===== src/rtl/cache_pkg.sv =====
// Shared types and constants for the write-back cache controller.
// Latency: n/a (declarations only).
// Backpressure: n/a (declarations only).
package cache_pkg;

  localparam int XLEN       = 32;  // address/data width
  localparam int C_WIDTH    = 13;  // array index+offset bits (8 KiB)
  localparam int LINE_BYTES = 4;   // one word per line

  typedef enum logic [2:0] {
    IDLE,
    COMPARE,
    WRITEBACK,
    ALLOCATE,
    FILL
  } ctrl_state_t;

  // Clear the byte offset so memory sees a line-aligned word address.
  function automatic logic [XLEN-1:0] line_align(input logic [XLEN-1:0] a);
    return a & ~XLEN'(LINE_BYTES - 1);
  endfunction

endpackage


===== src/rtl/cache_ctrl_if.sv =====
// CPU, cache-array and memory signal bundle of the cache controller.
// Latency: n/a (wiring only).
// Backpressure: cpu_req held until cpu_ready; mem_req held until mem_ack.
interface cache_ctrl_if;
  import cache_pkg::*;

  // CPU load/store port
  logic            cpu_req;
  logic            cpu_we;
  logic [XLEN-1:0] cpu_addr;
  logic [XLEN-1:0] cpu_wdata;
  logic [XLEN-1:0] cpu_rdata;
  logic            cpu_ready;

  // Direct-mapped cache array
  logic [XLEN-1:0] cache_addr;
  logic            cache_we;
  logic [XLEN-1:0] cache_wdata;
  logic [XLEN-1:0] cache_rdata;
  logic            cache_hit;
  logic            cache_dirty;
  logic [XLEN-1:0] cache_miss_addr;

  // Main memory
  logic            mem_req;
  logic            mem_we;
  logic [XLEN-1:0] mem_addr;
  logic [XLEN-1:0] mem_wdata;
  logic [XLEN-1:0] mem_rdata;
  logic            mem_ack;

  // Controller side
  modport master (
    input  cpu_req, cpu_we, cpu_addr, cpu_wdata,
    output cpu_rdata, cpu_ready,
    output cache_addr, cache_we, cache_wdata,
    input  cache_rdata, cache_hit, cache_dirty, cache_miss_addr,
    output mem_req, mem_we, mem_addr, mem_wdata,
    input  mem_rdata, mem_ack
  );

  // CPU / array / memory side
  modport slave (
    output cpu_req, cpu_we, cpu_addr, cpu_wdata,
    input  cpu_rdata, cpu_ready,
    input  cache_addr, cache_we, cache_wdata,
    output cache_rdata, cache_hit, cache_dirty, cache_miss_addr,
    input  mem_req, mem_we, mem_addr, mem_wdata,
    output mem_rdata, mem_ack
  );

endinterface


===== src/rtl/cache_ctrl_stats.sv =====
// Saturating hit/miss/writeback event counters (built with CACHE_CTRL_STATS_EN).
// Latency: count visible the cycle after the event.
// Backpressure: none; counters hold at all-ones instead of wrapping.
`ifdef CACHE_CTRL_STATS_EN
module cache_ctrl_stats (
  input  logic        clk,
  input  logic        rst_b,
  input  logic        hit_ev,
  input  logic        miss_ev,
  input  logic        wb_ev,
  output logic [31:0] hit_cnt,
  output logic [31:0] miss_cnt,
  output logic [31:0] wb_cnt
);

  // Count each event once per cycle, sticking at the maximum value.
  always_ff @(posedge clk) begin
    if (rst_b) begin
      hit_cnt  <= '0;
      miss_cnt <= '0;
      wb_cnt   <= '0;
    end else begin
      if (hit_ev  && (hit_cnt  != '1)) hit_cnt  <= hit_cnt  + 32'd1;
      if (miss_ev && (miss_cnt != '1)) miss_cnt <= miss_cnt + 32'd1;
      if (wb_ev   && (wb_cnt   != '1)) wb_cnt   <= wb_cnt   + 32'd1;
    end
  end

endmodule
`endif


===== src/rtl/cache_ctrl.sv =====
// Write-back controller for a direct-mapped single-word-line cache; optional
// statistics counters are enabled by defining CACHE_CTRL_STATS_EN.
// Latency: hit completes 1 cycle after request; miss adds writeback, fetch and fill.
// Backpressure: CPU stalled via cpu_ready; memory request held until mem_ack.
module cache_ctrl
  import cache_pkg::*;
(
  input  logic         clk,
  input  logic         rst_b,
  cache_ctrl_if.master bus
`ifdef CACHE_CTRL_STATS_EN
  ,
  output logic [31:0]  hit_cnt,
  output logic [31:0]  miss_cnt,
  output logic [31:0]  wb_cnt
`endif
);

  ctrl_state_t     state;
  logic [XLEN-1:0] addr_q;
  logic [XLEN-1:0] wdata_q;
  logic            we_q;
  logic [XLEN-1:0] fill_q;
  logic            mem_req_q;
  logic            mem_we_q;
  logic [XLEN-1:0] mem_addr_q;
  logic [XLEN-1:0] mem_wdata_q;
  logic            hit_now;

  // Request tracking and miss handling; memory-side outputs are registered.
  always_ff @(posedge clk) begin
    if (rst_b) begin
      state       <= IDLE;
      addr_q      <= '0;
      wdata_q     <= '0;
      we_q        <= 1'b0;
      fill_q      <= '0;
      mem_req_q   <= 1'b0;
      mem_we_q    <= 1'b0;
      mem_addr_q  <= '0;
      mem_wdata_q <= '0;
    end else begin
      case (state)
        IDLE: begin
          if (bus.cpu_req) begin
            addr_q  <= bus.cpu_addr;
            we_q    <= bus.cpu_we;
            wdata_q <= bus.cpu_wdata;
            state   <= COMPARE;
          end
        end
        COMPARE: begin
          if (bus.cache_hit) begin
            state <= IDLE;
          end else if (bus.cache_dirty) begin
            // Capture the victim while the array still presents it.
            mem_req_q   <= 1'b1;
            mem_we_q    <= 1'b1;
            mem_addr_q  <= bus.cache_miss_addr;
            mem_wdata_q <= bus.cache_rdata;
            state       <= WRITEBACK;
          end else begin
            mem_req_q  <= 1'b1;
            mem_we_q   <= 1'b0;
            mem_addr_q <= line_align(addr_q);
            state      <= ALLOCATE;
          end
        end
        WRITEBACK: begin
          // Request stays high straight into the fetch.
          if (bus.mem_ack) begin
            mem_we_q   <= 1'b0;
            mem_addr_q <= line_align(addr_q);
            state      <= ALLOCATE;
          end
        end
        ALLOCATE: begin
          if (bus.mem_ack) begin
            fill_q    <= bus.mem_rdata;
            mem_req_q <= 1'b0;
            state     <= FILL;
          end
        end
        FILL: begin
          state <= COMPARE;
        end
        default: begin
          state <= IDLE;
        end
      endcase
    end
  end

  assign hit_now        = (state == COMPARE) && bus.cache_hit;
  assign bus.cache_addr = addr_q;
  assign bus.mem_req    = mem_req_q;
  assign bus.mem_we     = mem_we_q;
  assign bus.mem_addr   = mem_addr_q;
  assign bus.mem_wdata  = mem_wdata_q;

  // CPU completion and array writes follow the array's same-cycle hit.
  always_comb begin
    bus.cpu_ready   = 1'b0;
    bus.cpu_rdata   = '0;
    bus.cache_we    = 1'b0;
    bus.cache_wdata = '0;
    if (hit_now) begin
      bus.cpu_ready = 1'b1;
      bus.cpu_rdata = bus.cache_rdata;
      if (we_q) begin
        bus.cache_we    = 1'b1;
        bus.cache_wdata = wdata_q;
      end
    end else if (state == FILL) begin
      bus.cache_we    = 1'b1;
      bus.cache_wdata = fill_q;
    end
  end

`ifdef CACHE_CTRL_STATS_EN
  logic retry_q;

  // Marks the COMPARE following a FILL so it is not counted twice.
  always_ff @(posedge clk) begin
    if (rst_b) begin
      retry_q <= 1'b0;
    end else if (state == FILL) begin
      retry_q <= 1'b1;
    end else if (state == IDLE) begin
      retry_q <= 1'b0;
    end
  end

  cache_ctrl_stats u_stats (
    .clk      (clk),
    .rst_b    (rst_b),
    .hit_ev   (hit_now && !retry_q),
    .miss_ev  ((state == COMPARE) && !bus.cache_hit && !retry_q),
    .wb_ev    ((state == WRITEBACK) && bus.mem_ack),
    .hit_cnt  (hit_cnt),
    .miss_cnt (miss_cnt),
    .wb_cnt   (wb_cnt)
  );
`endif

endmodule


===== src/flat_wrapper.sv =====
// flat-port wrapper written by rule: the top's interface ports become plain ports
module cache_ctrl_flat import cache_pkg::*;
  (clk, rst_b, bus_cpu_req, bus_cpu_we, bus_cpu_addr, bus_cpu_wdata, bus_cpu_rdata, bus_cpu_ready, bus_cache_addr, bus_cache_we, bus_cache_wdata, bus_cache_rdata, bus_cache_hit, bus_cache_dirty, bus_cache_miss_addr, bus_mem_req, bus_mem_we, bus_mem_addr, bus_mem_wdata, bus_mem_rdata, bus_mem_ack);
  cache_ctrl_if bus_i ();
  input  logic clk;
  input  logic rst_b;
  input wire logic [$bits(bus_i.cpu_req)-1:0] bus_cpu_req;
  input wire logic [$bits(bus_i.cpu_we)-1:0] bus_cpu_we;
  input wire logic [$bits(bus_i.cpu_addr)-1:0] bus_cpu_addr;
  input wire logic [$bits(bus_i.cpu_wdata)-1:0] bus_cpu_wdata;
  output wire logic [$bits(bus_i.cpu_rdata)-1:0] bus_cpu_rdata;
  output wire logic [$bits(bus_i.cpu_ready)-1:0] bus_cpu_ready;
  output wire logic [$bits(bus_i.cache_addr)-1:0] bus_cache_addr;
  output wire logic [$bits(bus_i.cache_we)-1:0] bus_cache_we;
  output wire logic [$bits(bus_i.cache_wdata)-1:0] bus_cache_wdata;
  input wire logic [$bits(bus_i.cache_rdata)-1:0] bus_cache_rdata;
  input wire logic [$bits(bus_i.cache_hit)-1:0] bus_cache_hit;
  input wire logic [$bits(bus_i.cache_dirty)-1:0] bus_cache_dirty;
  input wire logic [$bits(bus_i.cache_miss_addr)-1:0] bus_cache_miss_addr;
  output wire logic [$bits(bus_i.mem_req)-1:0] bus_mem_req;
  output wire logic [$bits(bus_i.mem_we)-1:0] bus_mem_we;
  output wire logic [$bits(bus_i.mem_addr)-1:0] bus_mem_addr;
  output wire logic [$bits(bus_i.mem_wdata)-1:0] bus_mem_wdata;
  input wire logic [$bits(bus_i.mem_rdata)-1:0] bus_mem_rdata;
  input wire logic [$bits(bus_i.mem_ack)-1:0] bus_mem_ack;
  assign bus_i.cpu_req = bus_cpu_req;
  assign bus_i.cpu_we = bus_cpu_we;
  assign bus_i.cpu_addr = bus_cpu_addr;
  assign bus_i.cpu_wdata = bus_cpu_wdata;
  assign bus_cpu_rdata = bus_i.cpu_rdata;
  assign bus_cpu_ready = bus_i.cpu_ready;
  assign bus_cache_addr = bus_i.cache_addr;
  assign bus_cache_we = bus_i.cache_we;
  assign bus_cache_wdata = bus_i.cache_wdata;
  assign bus_i.cache_rdata = bus_cache_rdata;
  assign bus_i.cache_hit = bus_cache_hit;
  assign bus_i.cache_dirty = bus_cache_dirty;
  assign bus_i.cache_miss_addr = bus_cache_miss_addr;
  assign bus_mem_req = bus_i.mem_req;
  assign bus_mem_we = bus_i.mem_we;
  assign bus_mem_addr = bus_i.mem_addr;
  assign bus_mem_wdata = bus_i.mem_wdata;
  assign bus_i.mem_rdata = bus_mem_rdata;
  assign bus_i.mem_ack = bus_mem_ack;
  cache_ctrl u_core (.clk(clk), .rst_b(rst_b), .bus(bus_i));
endmodule

===== config.mk =====
export PLATFORM = sky130hd
export DESIGN_NAME = cache_ctrl_flat
export DESIGN_NICKNAME = d
export VERILOG_FILES = /design/src/rtl/cache_pkg.sv /design/src/rtl/cache_ctrl_if.sv /design/src/rtl/cache_ctrl_stats.sv /design/src/rtl/cache_ctrl.sv /design/src/flat_wrapper.sv
export SDC_FILE = /design/constraint.sdc
export NUM_CORES = 1
export LEC_CHECK = 0
export CAP_MARGIN = 20
export CORE_MARGIN = 3
export CORE_UTILIZATION = 40
export DETAILED_ROUTE_END_ITERATION = 7
export GPL_ROUTABILITY_DRIVEN = 0
export GPL_TIMING_DRIVEN = 1
export PLACE_DENSITY_LB_ADDON = 0.2
export SYNTH_ARGS = -nofsm -noshare
export SYNTH_HDL_FRONTEND = slang
export SYNTH_SLANG_ARGS = --single-unit

===== constraint.sdc =====
create_clock -name clk -period 2.45 [get_ports clk]
set_input_delay 0.49 -clock clk [delete_from_list [all_inputs] [get_ports clk]]
set_output_delay 0.49 -clock clk [all_outputs]
set_load 0.01 [all_outputs]

# Word-level counts from Yosys, hierarchy flattened
# Index checks and enable logic that the tools add are counted.
# totals
register_bits	166
input_bits	167
# op_classes
eq_ne	8
muxes	24
bitwise_logic	1
reduce_logical	10
# op_table
operator	n
2-to-1 mux 32 bit	7
one-hot mux 32 bit (2 select lines)	1
one-hot mux 3 bit (5 select lines)	1
2-to-1 mux 3 bit	4
AND reduction 3 bit	4
2-to-1 mux 1 bit	9
!= test 2 bit (second input constant)	4
equality test 3 x 2 -> 1 bit (second input constant)	2
one-hot mux 1 bit (2 select lines)	2
AND reduction 2 bit	2
nonzero test 2 bit	2
equality test 3 x 1 -> 1 bit (second input constant)	1
equality test 3 bit (second input constant)	1
logical NOT 3 bit	1
logical AND 1 bit	1
inverter 1 bit	1

# Depth between registers and ports, before layout
# Gate-level depths: netlist of run 1.
# depth
ltp_word	3
ltp_mapped	7
ltp_nobuf	3

# Least setup slack after synthesis of run 1
# No wires, ideal clock.
# synth_timing
kind	register to output
start	register u_core.state[0]
end	output port bus_cache_wdata[11]
t_arrival_ns	1.404
required_time_ns	1.960
slack_ns	0.556
path_stages_with_launch	6
n_path_buf	3
path_cell_list	dfxtp_1 buf_2 buf_2 nor3b_2 clkbuf_1 a22o_1
# synth_between
elab_chain_len	3
elab_cells_between_ends	5
# synth_rtl
element	line	source
start: declaration	cache_ctrl.sv:19	ctrl_state_t state;
start signal: assignment	cache_ctrl.sv:33	state <= IDLE;
start signal: assignment	cache_ctrl.sv:49	state <= COMPARE;
start signal: assignment	cache_ctrl.sv:54	state <= IDLE;
equality test 3 bit or equality test 3 x 1 -> 1 bit (tied branches)	cache_ctrl.sv:114, cache_ctrl.sv:94	
2-to-1 mux 32 bit or logical AND 1 bit (tied branches)	cache_ctrl.sv:114, cache_ctrl.sv:94	
2-to-1 mux 32 bit *	cache_ctrl.sv:107	if (hit_now) begin
end: declaration	flat_wrapper.sv:15	output wire logic [$bits(bus_i.cache_wdata)-1:0] bus_cache_wdata;
# Mark *: on every way between the ends. The rest lies on a longest branch, timed or not.

# Worst setup path in the final report of run 1
# layout_timing
start	register u_core.state[2]
end	output port bus_cache_we
# layout_between
elab_chain_len	3
elab_cells_between_ends	5
# layout_rtl
element	line	source
equality test 3 bit or equality test 3 x 1 -> 1 bit (tied branches)	cache_ctrl.sv:114, cache_ctrl.sv:94	
2-to-1 mux 1 bit or logical AND 1 bit (tied branches)	cache_ctrl.sv:114, cache_ctrl.sv:94	
2-to-1 mux 1 bit *	cache_ctrl.sv:107	
end: declaration	flat_wrapper.sv:14	output wire logic [$bits(bus_i.cache_we)-1:0] bus_cache_we;
# Marks and branches as above.

==> impl_results.md, run 1 <==
* Min-delay src: u_core.wdata_q[29]
* Leakage at between 4 and 5 nW
* Die H at about 140 um
* Netlist cell types at 40
* Required @ worst endpoint at about 2000 ps
* Worst Reg-to-Reg Cells at 5
* Crit path capture type: output port
* Area grow syn2layout at 58.71%
* Syn Std Cell Area at ~0.007 mm^2
* Layout cells sized above 1 at 9.601%
* Clock insertion delay at the later pin of the skew report at between 400 and 500 ps
* Final worst path period share at around 97%
* Clock Tree Buf Depth at 2
* Synth top area share at around 47%
* Hold Fails Final Rpt at 0
* DRC at 0
* WP data arrival at about 1900 ps
* Clock Root Buffer: clkbuf_16
* IO buf count at 330
* CTS buffer count at 17
* Overflow after GRT at 0
* Vias at around 7500
* Full die area at a little under 0.02 mm^2
* Largest net degree at the start of global routing at 62
* Dominant cell by count in the synthesized netlist: nand2_1
* Crit Path Category: reg2out
* Post-synthesis sequential area ratio at a little under half
* Syn Area/Cell at 8.065 um^2
* Clock sinks at between 150 and 200
* Count of final max-slew check failures at 0
* Worst setup SP type: flip-flop
* TritonRoute pass-1 iters at 5
* Total Power at 7.054 mW
* Synth area leader: dfxtp_1
* Post-synth ARST share at 0%
* Status: completed
* Mapped Nets at around 1000
* Clock tree from TritonCTS: done
* Ranking of synthesized cells by area: dfxtp_1, nand2_1, a21oi_1, nand3_1, a22o_1
* Vias in the first global route at 6978
* Maxcap violations at 0
* EDFF count, synth at 0
* Mapped Cells at ~870
* CTS Hold Buffers Added at 0
* Synth warn at 0
* CP startpoint: u_core.state[2]
* Worst-path clk slew at about 70 ps
* Most instantiated cells after synthesis: nand2_1, dfxtp_1, a21oi_1
* Reg-to-Reg Start: u_core.state[2]
* Worst-margin pin slew at about 700 ps
* Row count at 47
* Final Skew at between 7 and 8 ps
* Initial antenna violation count at 2
* Initial core utilization at 41.67%
* Post-layout min period at ~2400 ps
* VDD IR max at just under 0.0005 V
* Setup crit end: bus_cache_we
* Synth Register Bits at between 150 and 200
* RSZ-0062 raised after global routing: no
* Most common flop cell mapped by yosys: dfxtp_1
* FF-to-FF End: u_core.wdata_q[6]
* Vias per cell at between 5 and 6
* First-pass GRT wire length at 38130 um
* FMAX at between 0.4 and 0.5 GHz
* Routed Wire Length at between 20000 and 25000 um
* Setup violations, final at 0
* I/O Pins at 331
* H-Tree Depth at 4
* WL per Instance at 17.85 um
* Core Region at approximately 0.017 mm^2
* Post-Place Cell Area at between 0.01 and 0.015 mm^2
* NumNets Final at about 1300
* Cell Pwr Density at between 600 and 700 mW/mm^2
* DP Wirelength at 17010 um
* Worst-path fanout max at 16
* Antenna-violating nets left at 0
* Hold Path Class: reg2reg
* DIE WIDTH at around 140 um
* Worst R2R Setup Slack at approximately 580 ps
* First-iteration detailed-routing DRC count at around 500
* Slew HR at between 50% and 60%
* Global-route usage over all layers at approximately 24%
* Design area at about 0.011 mm^2
==> area by class of cell <==
type | count | area, um^2
diodes | 3 | 7.507
clock buffers | 19 | 452.9
clock inverters | 13 | 171.4
fillers | 1434 | 5715
inverters | 1 | 3.754
multi-input cells | 614 | 3226
flip-flops and latches | 166 | 3326
well taps | 220 | 275.3
repair buffers | 364 | 3700
==> layer usage <==
layer,vias to the layer above,share of wire (%),GRT usage [%]
li1,3633,-,-
met1,3453,40,28.33
met2,319,49,42.11
met3,46,8.0,7.414
met4,0,2.9,9.360
met5,-,0,0
==> sequential cells by signal, summed over array words and instances (netlist names) <==
name,cells
u_core.bus.cache_addr,32
u_core.bus.mem_addr,32
u_core.bus.mem_wdata,32
u_core.fill_q,32
u_core.wdata_q,32
u_core.state,3
u_core.bus.mem_req,1
u_core.bus.mem_we,1
u_core.we_q,1
==> cell usage in the layout, fill, tap and decap left out, types with 3 or more instances in the layout <==
cell and n:
and2_1 32, clkbuf_16 19, a311oi_1 30, buf_12 12, diode_2 3, nand2_1 197, nand3_1 67, clkbuf_2 12
clkinv_4 5, nor3_1 31, dlymetal6s2s_1 34, nor2_1 3, bufinv_16 3, dfxtp_1 164, o21ai_0 34, o21ai_1 27
a21oi_1 135, buf_2 18, buf_4 19, clkdlybuf4s50_1 261, a22o_1 32
==> per-stage QoR <==
step | hold slack [ps] | instances | setup slack (ps) | util, % | setup TNS (ps)
after floorplan | 432.5 | 872 | 555.6 | - | 0
after global placement | 442.9 | 1359 | -273.3 | 62.03 | -14430
after detailed placement | 448.2 | 1359 | -291.9 | 62.03 | -15170
after CTS | 457.8 | 1393 | -152.4 | 65.64 | -4992
after global routing | 475.3 | 1399 | 10.26 | 66.12 | 0
final | 456.5 | 1400 | 80.83 | 66.14 | 0
==> report_power, final <==
group / total (mW) / leakage (nW) / internal (mW) / switching [mW]
clock: 2.81 / 0.300 / 1.67 / 1.14
combinational: 1.28 / 2.90 / 0.685 / 0.599
sequential: 2.96 / 1.35 / 2.86 / 0.0978
==> worst min path at each step <==
stage | to | cells past startpoint | slack, ps
6_report | u_core.wdata_q[29] | 2 | 460
5_1_grt | u_core.fill_q[21] | 2 | 480
4_1_cts | u_core.wdata_q[29] | 2 | 460
3_5_place_dp | u_core.wdata_q[29] | 2 | 450
3_3_place_gp | u_core.bus.cache_addr[0] | 2 | 440
2_1_floorplan | u_core.we_q | 2 | 430
==> what timing repair did <==
action / 4_1_cts / 5_1_grt
endpoints found under the setup margin: 66 / 66
pin swaps: 3 / 2
resized for setup: 87 / 72
setup buffers: 1 / 3
cloned: 1 / 2
==> critical path: stages (launching register included) <==
cell and delay [ps]:
dfxtp_1 350, and4bb_2 280, and2_4 180, buf_16 150
or2_2 260, clkdlybuf4s15_2 220
==> cell families after synthesis <==
family | share of synthesized area, %
AOI/OAI and AO/OA | 22.13
buffers and inverters | 7.294
DFF | 47.25
and+or+nand+nor | 23.32
Power figures use the tool's default switching activity.
==> run 2, diff against run 1 <==
Settings changed: CORE_MARGIN 3 to 8.
==> run 2 against run 1 <==
Net effect: the run now ends with setup timing left; sequential share of layout area up 0.17 points; count of clock-buffer cells in the layout up 1; register-to-register slack worse by 50 ps; critical path depth unchanged; via count up 1.1%; combinational power about the same; utilization down 1.7 points; global-route usage down 0.45 points; largest power group unchanged.
==> impl_results.md, run 2 (same netlist as run 1, synthesis figures left out) <==
* Post-layout min period at approximately 2500 ps
* RSZ-0062 raised after global routing: yes
* Cell Count, Final, Fillers Out at around 1400
* Worst hold slack at ~460 ps
* DP Wirelength at between 15000 and 20000 um
* Worst-margin pin slew at between 700 and 800 ps
* WP data arrival at ~2000 ps
* Clock insertion delay at the later pin of the skew report at between 400 and 500 ps
* Overflow after GRT at 0
* Maxcap violations at 0
* Clock Tree Buf Depth at 2
* Crit path capture type: output port
* Hold Fails Final Rpt at 0
* Cell Pwr Density at 641.8 mW/mm^2
* NumNets Final at roughly 1300
* DIE WIDTH at between 100 and 150 um
* Initial antenna violation count at 1
* Count of final max-slew check failures at 0
* Largest net degree at the start of global routing at 60
* Hold Path Class: reg2reg
* First-iteration detailed-routing DRC count at about 470
* TNS Setup at -45.00 ps
* Initial core utilization at slightly above 40%
* VDD IR max at a little over 0.0005 V
* Vias per cell at ~5.4
* WL per Instance at 19.66 um
* Pre-CTS setup slack at -338.9 ps
* Worst setup SP type: flip-flop
* Design area at ~0.011 mm^2
* Failing checks: setup timing
* Placed Cells at 1367
* Vias in the first global route at 7200
* Final worst path period share at 101.8%
* Layout cells sized above 1 at under 10%
* Routed Wire Length at 27650 um
* Final core occ at between 60 and 70%
* Commonest non-fill, non-tap cell in the layout: clkdlybuf4s50_1
* Global-route usage over all layers at 23.89%
* Setup ws final at -45.00 ps
* H-Tree Depth at 4
* Worst-path clk slew at roughly 70 ps
* Antenna-violating nets left at 0
* Clock sinks at 166
* Slew HR at between 50 and 60%
* CTS Hold Buffers Added at 0
* Full die area at approximately 0.022 mm^2
* Area grow syn2layout at 57.94%
* Crit Path Category: reg2out
* I/O Pins at about 330
* Row count at 48
* Leakage at ~4.3 nW
* Post-Place Cell Area at around 0.010 mm^2
* Die H at 148.6 um
* First-pass GRT wire length at approximately 42000 um
* Core Region at 0.01724 mm^2
* TritonRoute pass-1 iters at 5
* Required @ worst endpoint at around 2000 ps
* Final Skew at a little under 6 ps
* FMAX at around 0.40 GHz
* Setup violations, final at 1
* CTS buffer count at 17
* DRC at 0
* Vias at around 7500
* Status: finished, violations left
* Clock Root Buffer: clkbuf_16
* Total Power at slightly above 7 mW
* Worst-path fanout max at 31
* IO buf count at 330
* Clock tree from TritonCTS: done
* Most frequent cells in the layout: clkdlybuf4s50_1, nand2_1, dfxtp_1
## run 2: cell count changes in the layout (fill, tap and decap cells not counted), moves of 3 or more
cell | previous run | this run
dlymetal6s2s_1 | 34 | 12
dlygate4sd2_1 | 2 | 22
clkbuf_2 | 12 | 22
buf_2 | 18 | 10
buf_4 | 19 | 24
clkinv_4 | 5 | 2
## run 2: path summary, 6_finish.rpt
kind	startpoint	endpoint	slack (ps)	cells after the start
worst min-delay path	u_core.fill_q[20]	u_core.fill_q[20]	460	2
worst max-delay path	u_core.state[2]	bus_cpu_rdata[17]	-50	5
worst max register to register	u_core.state[1]	u_core.bus.mem_addr[26]	530	4
worst min register to register	u_core.fill_q[20]	u_core.fill_q[20]	460	2
## run 2: worst max-delay path, cell delays in order, from the launching register on
cell,delay [ps]
dfxtp_2,330
and4bb_1,260
buf_4,160
buf_12,160
and2_1,130
clkdlybuf4s50_1,530
## run 2: per-layer routing
layer	global-route usage [%]	vias to the layer above	wire length [um]
met1	28.24	3496	10700
li1	-	3629	-
met3	7.931	38	2935
met2	39.73	367	13430
met5	0	-	0
met4	8.261	0	589
## run 2: final cells by class
| cell class | instances | area (um^2) |
|---|---|---|
| fill | 1533 | 6128 |
| timing repair buffer | 368 | 3636 |
| sequential | 166 | 3328 |
| multi-input combinational | 614 | 3226 |
| clock buffer | 20 | 456.7 |
| tap | 225 | 281.5 |
| clock inverter | 11 | 173.9 |
| inverter | 1 | 3.754 |
| antenna | 1 | 2.502 |
## run 2: repair_timing
action                     4_1_cts  5_1_grt
resized for setup               91       52
setup endpoints to repair       66       44
pin swaps                        1        1
buffers inserted                 4        0
cloned                           2        1
## run 2: report_power, final
part | internal, mW | switching (mW)
Sequential | 2.86 | 0.0955
Combinational | 0.676 | 0.616
Clock | 1.76 | 1.12
